### config.mk
export PLATFORM = sky130hd
export DESIGN_NAME = nic_flit_injector_flat
export DESIGN_NICKNAME = d
export VERILOG_FILES = /design/src/rtl/nic_flit_injector_if.sv /design/src/rtl/nic_flit_injector.sv /design/src/flat_wrapper.sv
export SDC_FILE = /design/constraint.sdc
export NUM_CORES = 1
export LEC_CHECK = 0
export BUFFER_PORTS_ARGS = -buffer_cell sky130_fd_sc_hd__clkbuf_2
export CORE_MARGIN = 3
export CORE_UTILIZATION = 49
export DETAILED_ROUTE_END_ITERATION = 6
export PLACE_DENSITY = 0.85
export RECOVER_POWER = 100
export SLEW_MARGIN = 30
export SYNTH_ARGS = -nofsm -noshare
export SYNTH_HDL_FRONTEND = slang
export SYNTH_SLANG_ARGS = --single-unit
### constraint.sdc
create_clock -name clk -period 9 [get_ports clk]
set_input_delay 2.7 -clock clk [delete_from_list [all_inputs] [get_ports clk]]
set_output_delay 2.7 -clock clk [all_outputs]
set_load 0.05 [all_outputs]
### src/rtl/nic_flit_injector_if.sv
// Flit source handshake between a NIC source and nic_flit_injector.
interface nic_flit_injector_if #(
    parameter int num_vcs         = 2,
    parameter int flit_data_width = 64
);
    localparam int vc_idx_width = (num_vcs > 1) ? $clog2(num_vcs) : 1;

    logic                       in_valid;
    logic                       in_ready;
    logic                       in_head;
    logic                       in_tail;
    logic [vc_idx_width-1:0]    in_vc;
    logic [flit_data_width-1:0] in_data;

    modport master (output in_valid, in_head, in_tail, in_vc, in_data, input in_ready);
    modport slave  (input in_valid, in_head, in_tail, in_vc, in_data, output in_ready);
endinterface

### src/rtl/nic_flit_injector.sv
// Credit-based flit injector feeding one router input port with per-VC credit tracking.
// Optional protocol checking is built when NIC_INJ_ERROR_CHECK_EN is defined.
module nic_flit_injector #(
    parameter int num_vcs         = 2,
    parameter int buffer_size     = 16,
    parameter int flit_data_width = 64,
    localparam int vc_idx_width   = (num_vcs > 1) ? $clog2(num_vcs) : 1,
    localparam int vc_depth       = buffer_size / num_vcs,
    localparam int credit_width   = $clog2(vc_depth + 1),
    localparam int chan_width     = 3 + vc_idx_width + flit_data_width
) (
    input  logic                    clk,
    input  logic                    reset,
    nic_flit_injector_if.slave      src,
    output logic [chan_width-1:0]   channel_out,
    input  logic [vc_idx_width:0]   flow_ctrl_in,
    output logic                    error
);
    typedef logic [credit_width-1:0] credit_t;
    typedef enum logic {IDLE, BUSY} state_t;

    localparam credit_t credit_max = credit_t'(vc_depth);

    // Simultaneous take and return cancel; a return at max saturates.
    function automatic credit_t credit_update(credit_t cur, logic dec, logic inc);
        credit_t nxt;
        nxt = cur;
        if (dec && !inc)
            nxt = cur - credit_t'(1);
        else if (inc && !dec && cur != credit_max)
            nxt = cur + credit_t'(1);
        return nxt;
    endfunction

    state_t                     state_q, state_d;
    logic [vc_idx_width-1:0]    locked_vc_q, locked_vc_d;
    logic [vc_idx_width-1:0]    sel_vc;
    credit_t                    credit_q [num_vcs];
    credit_t                    credit_d [num_vcs];
    logic                       accept;
    logic                       ret_vld;
    logic [vc_idx_width-1:0]    ret_vc;

    logic                       vld_p1;
    logic [vc_idx_width-1:0]    vc_p1;
    logic                       head_p1;
    logic                       tail_p1;
    logic [flit_data_width-1:0] data_p1;

    assign ret_vld      = flow_ctrl_in[vc_idx_width];
    assign ret_vc       = flow_ctrl_in[vc_idx_width-1:0];
    assign sel_vc       = (state_q == BUSY) ? locked_vc_q : src.in_vc;
    assign src.in_ready = (credit_q[sel_vc] != '0);
    assign accept       = src.in_valid && src.in_ready;

    always_comb begin
        state_d     = state_q;
        locked_vc_d = locked_vc_q;
        case (state_q)
            IDLE: begin
                if (accept && src.in_head && !src.in_tail) begin
                    state_d     = BUSY;
                    locked_vc_d = src.in_vc;
                end
            end
            BUSY: begin
                if (accept && src.in_tail)
                    state_d = IDLE;
            end
            default: state_d = IDLE;
        endcase
    end

    always_comb begin
        for (int v = 0; v < num_vcs; v++) begin
            credit_d[v] = credit_update(credit_q[v],
                                        accept && (sel_vc == vc_idx_width'(v)),
                                        ret_vld && (ret_vc == vc_idx_width'(v)));
        end
    end

    // Stage p0 -> p1: control state and output valid
    always_ff @(posedge clk) begin
        if (reset) begin
            state_q     <= IDLE;
            locked_vc_q <= '0;
            vld_p1      <= 1'b0;
            for (int v = 0; v < num_vcs; v++)
                credit_q[v] <= credit_max;
        end else begin
            state_q     <= state_d;
            locked_vc_q <= locked_vc_d;
            vld_p1      <= accept;
            for (int v = 0; v < num_vcs; v++)
                credit_q[v] <= credit_d[v];
        end
    end

    // Stage p0 -> p1: flit fields, only meaningful alongside vld_p1
    always_ff @(posedge clk) begin
        if (accept) begin
            vc_p1   <= sel_vc;
            head_p1 <= src.in_head;
            tail_p1 <= src.in_tail;
            data_p1 <= src.in_data;
        end
    end

    assign channel_out = {vld_p1, vc_p1, head_p1, tail_p1, data_p1};

`ifdef NIC_INJ_ERROR_CHECK_EN
    logic overflow;
    logic framing_err;
    logic error_q;

    assign overflow    = ret_vld && (credit_q[ret_vc] == credit_max) &&
                         !(accept && (sel_vc == ret_vc));
    assign framing_err = accept && (((state_q == IDLE) && !src.in_head) ||
                                    ((state_q == BUSY) && src.in_head));

    always_ff @(posedge clk) begin
        if (reset)
            error_q <= 1'b0;
        else if (overflow || framing_err)
            error_q <= 1'b1;
    end

    assign error = error_q;
`else
    assign error = 1'b0;
`endif

endmodule

### src/flat_wrapper.sv
// flat-port wrapper written by rule: the top's interface ports become plain ports
module nic_flit_injector_flat 
#(
    parameter int num_vcs         = 2,
    parameter int buffer_size     = 16,
    parameter int flit_data_width = 64,
    localparam int vc_idx_width   = (num_vcs > 1) ? $clog2(num_vcs) : 1,
    localparam int vc_depth       = buffer_size / num_vcs,
    localparam int credit_width   = $clog2(vc_depth + 1),
    localparam int chan_width     = 3 + vc_idx_width + flit_data_width
)
  (clk, reset, channel_out, flow_ctrl_in, error, src_in_valid, src_in_head, src_in_tail, src_in_vc, src_in_data, src_in_ready);
  nic_flit_injector_if #(.num_vcs(num_vcs), .flit_data_width(flit_data_width)) src_i ();
  input  logic clk;
  input  logic reset;
  output logic [chan_width-1:0] channel_out;
  input  logic [vc_idx_width:0] flow_ctrl_in;
  output logic error;
  input wire logic [$bits(src_i.in_valid)-1:0] src_in_valid;
  input wire logic [$bits(src_i.in_head)-1:0] src_in_head;
  input wire logic [$bits(src_i.in_tail)-1:0] src_in_tail;
  input wire logic [$bits(src_i.in_vc)-1:0] src_in_vc;
  input wire logic [$bits(src_i.in_data)-1:0] src_in_data;
  output wire logic [$bits(src_i.in_ready)-1:0] src_in_ready;
  assign src_i.in_valid = src_in_valid;
  assign src_i.in_head = src_in_head;
  assign src_i.in_tail = src_in_tail;
  assign src_i.in_vc = src_in_vc;
  assign src_i.in_data = src_in_data;
  assign src_in_ready = src_i.in_ready;
  nic_flit_injector #(.num_vcs(num_vcs), .buffer_size(buffer_size), .flit_data_width(flit_data_width)) u_core (.clk(clk), .reset(reset), .src(src_i), .channel_out(channel_out), .flow_ctrl_in(flow_ctrl_in), .error(error));
endmodule
==> results_dict.tcl <==
set metrics [dict create \
    grt-ovfl-total 0 \
    syn_nets 246 \
    end_kind "output port" \
    worst_slew_pin_slew_ns 3.51 \
    fin_crit_ns 6.58 \
    seq_area_frac_synth 0.786 \
    cts_root_buf "clkbuf_8" \
    worst_r2r_path_depth 6 \
    antenna_cells 0 \
    first_iter_violations 91 \
    final_net_count 392 \
    drt-vias-per-instance 4.93 \
    final_common_cell "clkbuf_1" \
    grt.total_usage 0.168 \
    min_from "u_core.locked_vc_q" \
    ant_nets 0 \
    final_cell_count_no_fill 391 \
    synth_top_family_by_area "simple AND/OR/NAND/NOR gates" \
    finalInstanceArea_mm2 0.00367 \
    maxCapViolations 1 \
    startpoint "src_in_vc" \
    worstPathCellList "clkbuf_1 -> mux2i_1 -> mux2i_1 -> clkbuf_1" \
    drtPass1Iterations 4 \
    ys.flop_type "edfxtp_1" \
    slowest_delay_ns 0.50 \
    seqCellArea_mm2 0.00223 \
    post-cts-setup-buffers 0 \
    utilization 0.659 \
    synth_area_mm2 0.00284 \
    cp_max_fo 4 \
    cts_buffers 9 \
    grt_pass1_wl_um 8240 \
    r2r-start "u_core.state_q" \
    synthCells 168 \
    htreeDepth 3 \
    cts_hold_buf 0 \
    io_buffers 140 \
    gp_congestion 0.813 \
    route.vias.total 1929 \
    hold_slack_ns 0.507 \
    regToRegSetupSlack_ns 4.66 \
    cp_top_family "multiplexers" \
    grt_pass1_vias 1709 \
    synth_compound_area_frac 0.0515 \
    synthArstFlopShare 0 \
    placed_cell_area_mm2 0.00360 \
    worstPathArrival_ns 3.88 \
    synth_xor_xnor_area_share 0.0154 \
    synth_warnings 0 \
    synth.mux.area_fraction 0.0154 \
    violations "capacitance limit, slew limit" \
    die_x_um 82.2 \
    min_path_cells 2 \
    cp_num_cells 4 \
    io_pins 142 \
    crit_slowest_cell "clkbuf_1" \
    cts.sinks 78 \
    finClkSkew_ns 0.00738 \
    grt_max_degree 71 \
    dpl_worst_slack_ns 2.60 \
    hold_violations 0 \
    cts_tree "yes" \
    dp.cells 375 \
    yosys_register_bits 78 \
    synth_edf_count 67 \
    critPathKind "in -> out" \
    wl_um 6030 \
    hpwl_um 4690 \
    post_cts_resized 0 \
    drive_gt1_frac 0.266 \
    slew_headroom -1.34 \
    power.leakage_nw 1.44 \
    required_ns 6.30 \
    most-common-layout-cells "75 x clkbuf_1, 67 x edfxtp_1, 66 x clkbuf_2" \
    multi_input_area_um2 528 \
    start_util 0.510 \
    wl_per_cell_um 15.4 \
    setup_ws_ns 2.42 \
    fin_setup_tns_ns 0 \
    cts_max_path_buffers 2 \
    start_kind "primary input" \
    max_freq_ghz 0.152 \
    timing.final.crit_share 0.731 \
    min_path_type "reg -> reg" \
    nFillCells 444 \
    drc 0 \
    slew_viol_final 71 \
    crit_buf_inv 2 \
    synth.distinct_cells 40 \
    die_area_mm2 0.00675 \
    grt_setup_unrepaired "false" \
    clkTransAtPathRegs_ns 0.08 \
    clk_latency_ns 0.33 \
    synthAdderAreaFrac 0.0317 \
    syn_avg_cell_area_um2 16.9 \
    power_density_mw_per_mm2 230 \
    p_total_mw 0.844 \
    synthSimpleGateAreaFrac 0.0740 \
    rows 27 \
    setup_viol 0 \
    syn_to_final_growth_pct 29.3 \
    ir_drop_mv 0.101 \
    status "complete, but fails checks" \
    core_region_area_mm2 0.00557 \
    die_h_um 82.2 \
    grt_antenna_before_repair 0 \
]
routing by layer:
| metal | up-vias | part of all wire | track usage |
|---|---|---|---|
| met4 | 0 | 0.016 | 0.0565 |
| met5 | - | 0 | 0 |
| met1 | 899 | 0.38 | 0.196 |
| met3 | 10 | 0.11 | 0.0683 |
| met2 | 94 | 0.50 | 0.284 |
| li1 | 926 | - | - |
final cells by class:
| cell class | instances | area share |
|---|---|---|
| inverters | 8 | 0.00817 |
| well taps | 72 | 0.0245 |
| clock inverters | 7 | 0.0157 |
| repair buffers | 141 | 0.167 |
| clock buffers | 9 | 0.0337 |
| flip-flops and latches | 78 | 0.608 |
| multi-input cells | 76 | 0.144 |
worst register-to-register path, delay by kind of cell, from the launching register on:
family                 cells  cell delay, ns
multiplexers               2            0.68
AND/OR/NAND/NOR            1            0.18
flip-flops                 1            0.38
AO/OA/AOI/OAI              2            0.56
buffers and inverters      1            2.44
power breakdown:
part           leakage (nW)  total, mW  internal, mW  switching (mW)
registers             0.740      0.442         0.431          0.0118
clock network        0.0877      0.230         0.103           0.126
logic                 0.617      0.172        0.0368           0.135
cells in the mapped netlist (2+ instances only):
master | n | area, um^2
edfxtp_1 | 67 | 2010
a21o_1 | 3 | 22.5
nand3_1 | 2 | 10.0
and2_1 | 2 | 12.5
nand4_1 | 2 | 12.5
nor3_1 | 3 | 15.0
nor4_1 | 2 | 12.5
a211oi_1 | 2 | 15.0
a21oi_1 | 7 | 35.0
dfxtp_1 | 11 | 220
a22oi_1 | 3 | 22.5
mux2i_1 | 3 | 30.0
xnor2_1 | 5 | 43.8
fa_1 | 2 | 40.0
ha_1 | 4 | 50.1
nor2_1 | 11 | 41.3
buf_4 | 5 | 37.5
inv_1 | 8 | 30.0
nand2_1 | 5 | 18.8
worst paths after layout:
check,end
max,src_in_ready
min,u_core.locked_vc_q
max reg2reg,u_core.state_q
min reg2reg,u_core.locked_vc_q
cell families after synthesis:
family          Yosys count
compound gates           21
xor+xnor                  5
fa+ha+maj                 6
buf+inv                  14
flops                    78
mux                       4
other cells               1
simple gates             39
state kept, by name, summed over array words and instances, names as in the netlist:
signal and cells:
u_core.credit_q 8, u_core.data_p1 64, u_core.head_p1 1, u_core.locked_vc_q 1
u_core.state_q 1, u_core.tail_p1 1, u_core.vc_p1 1, u_core.vld_p1 1
(Power assumes the default switching activity.)
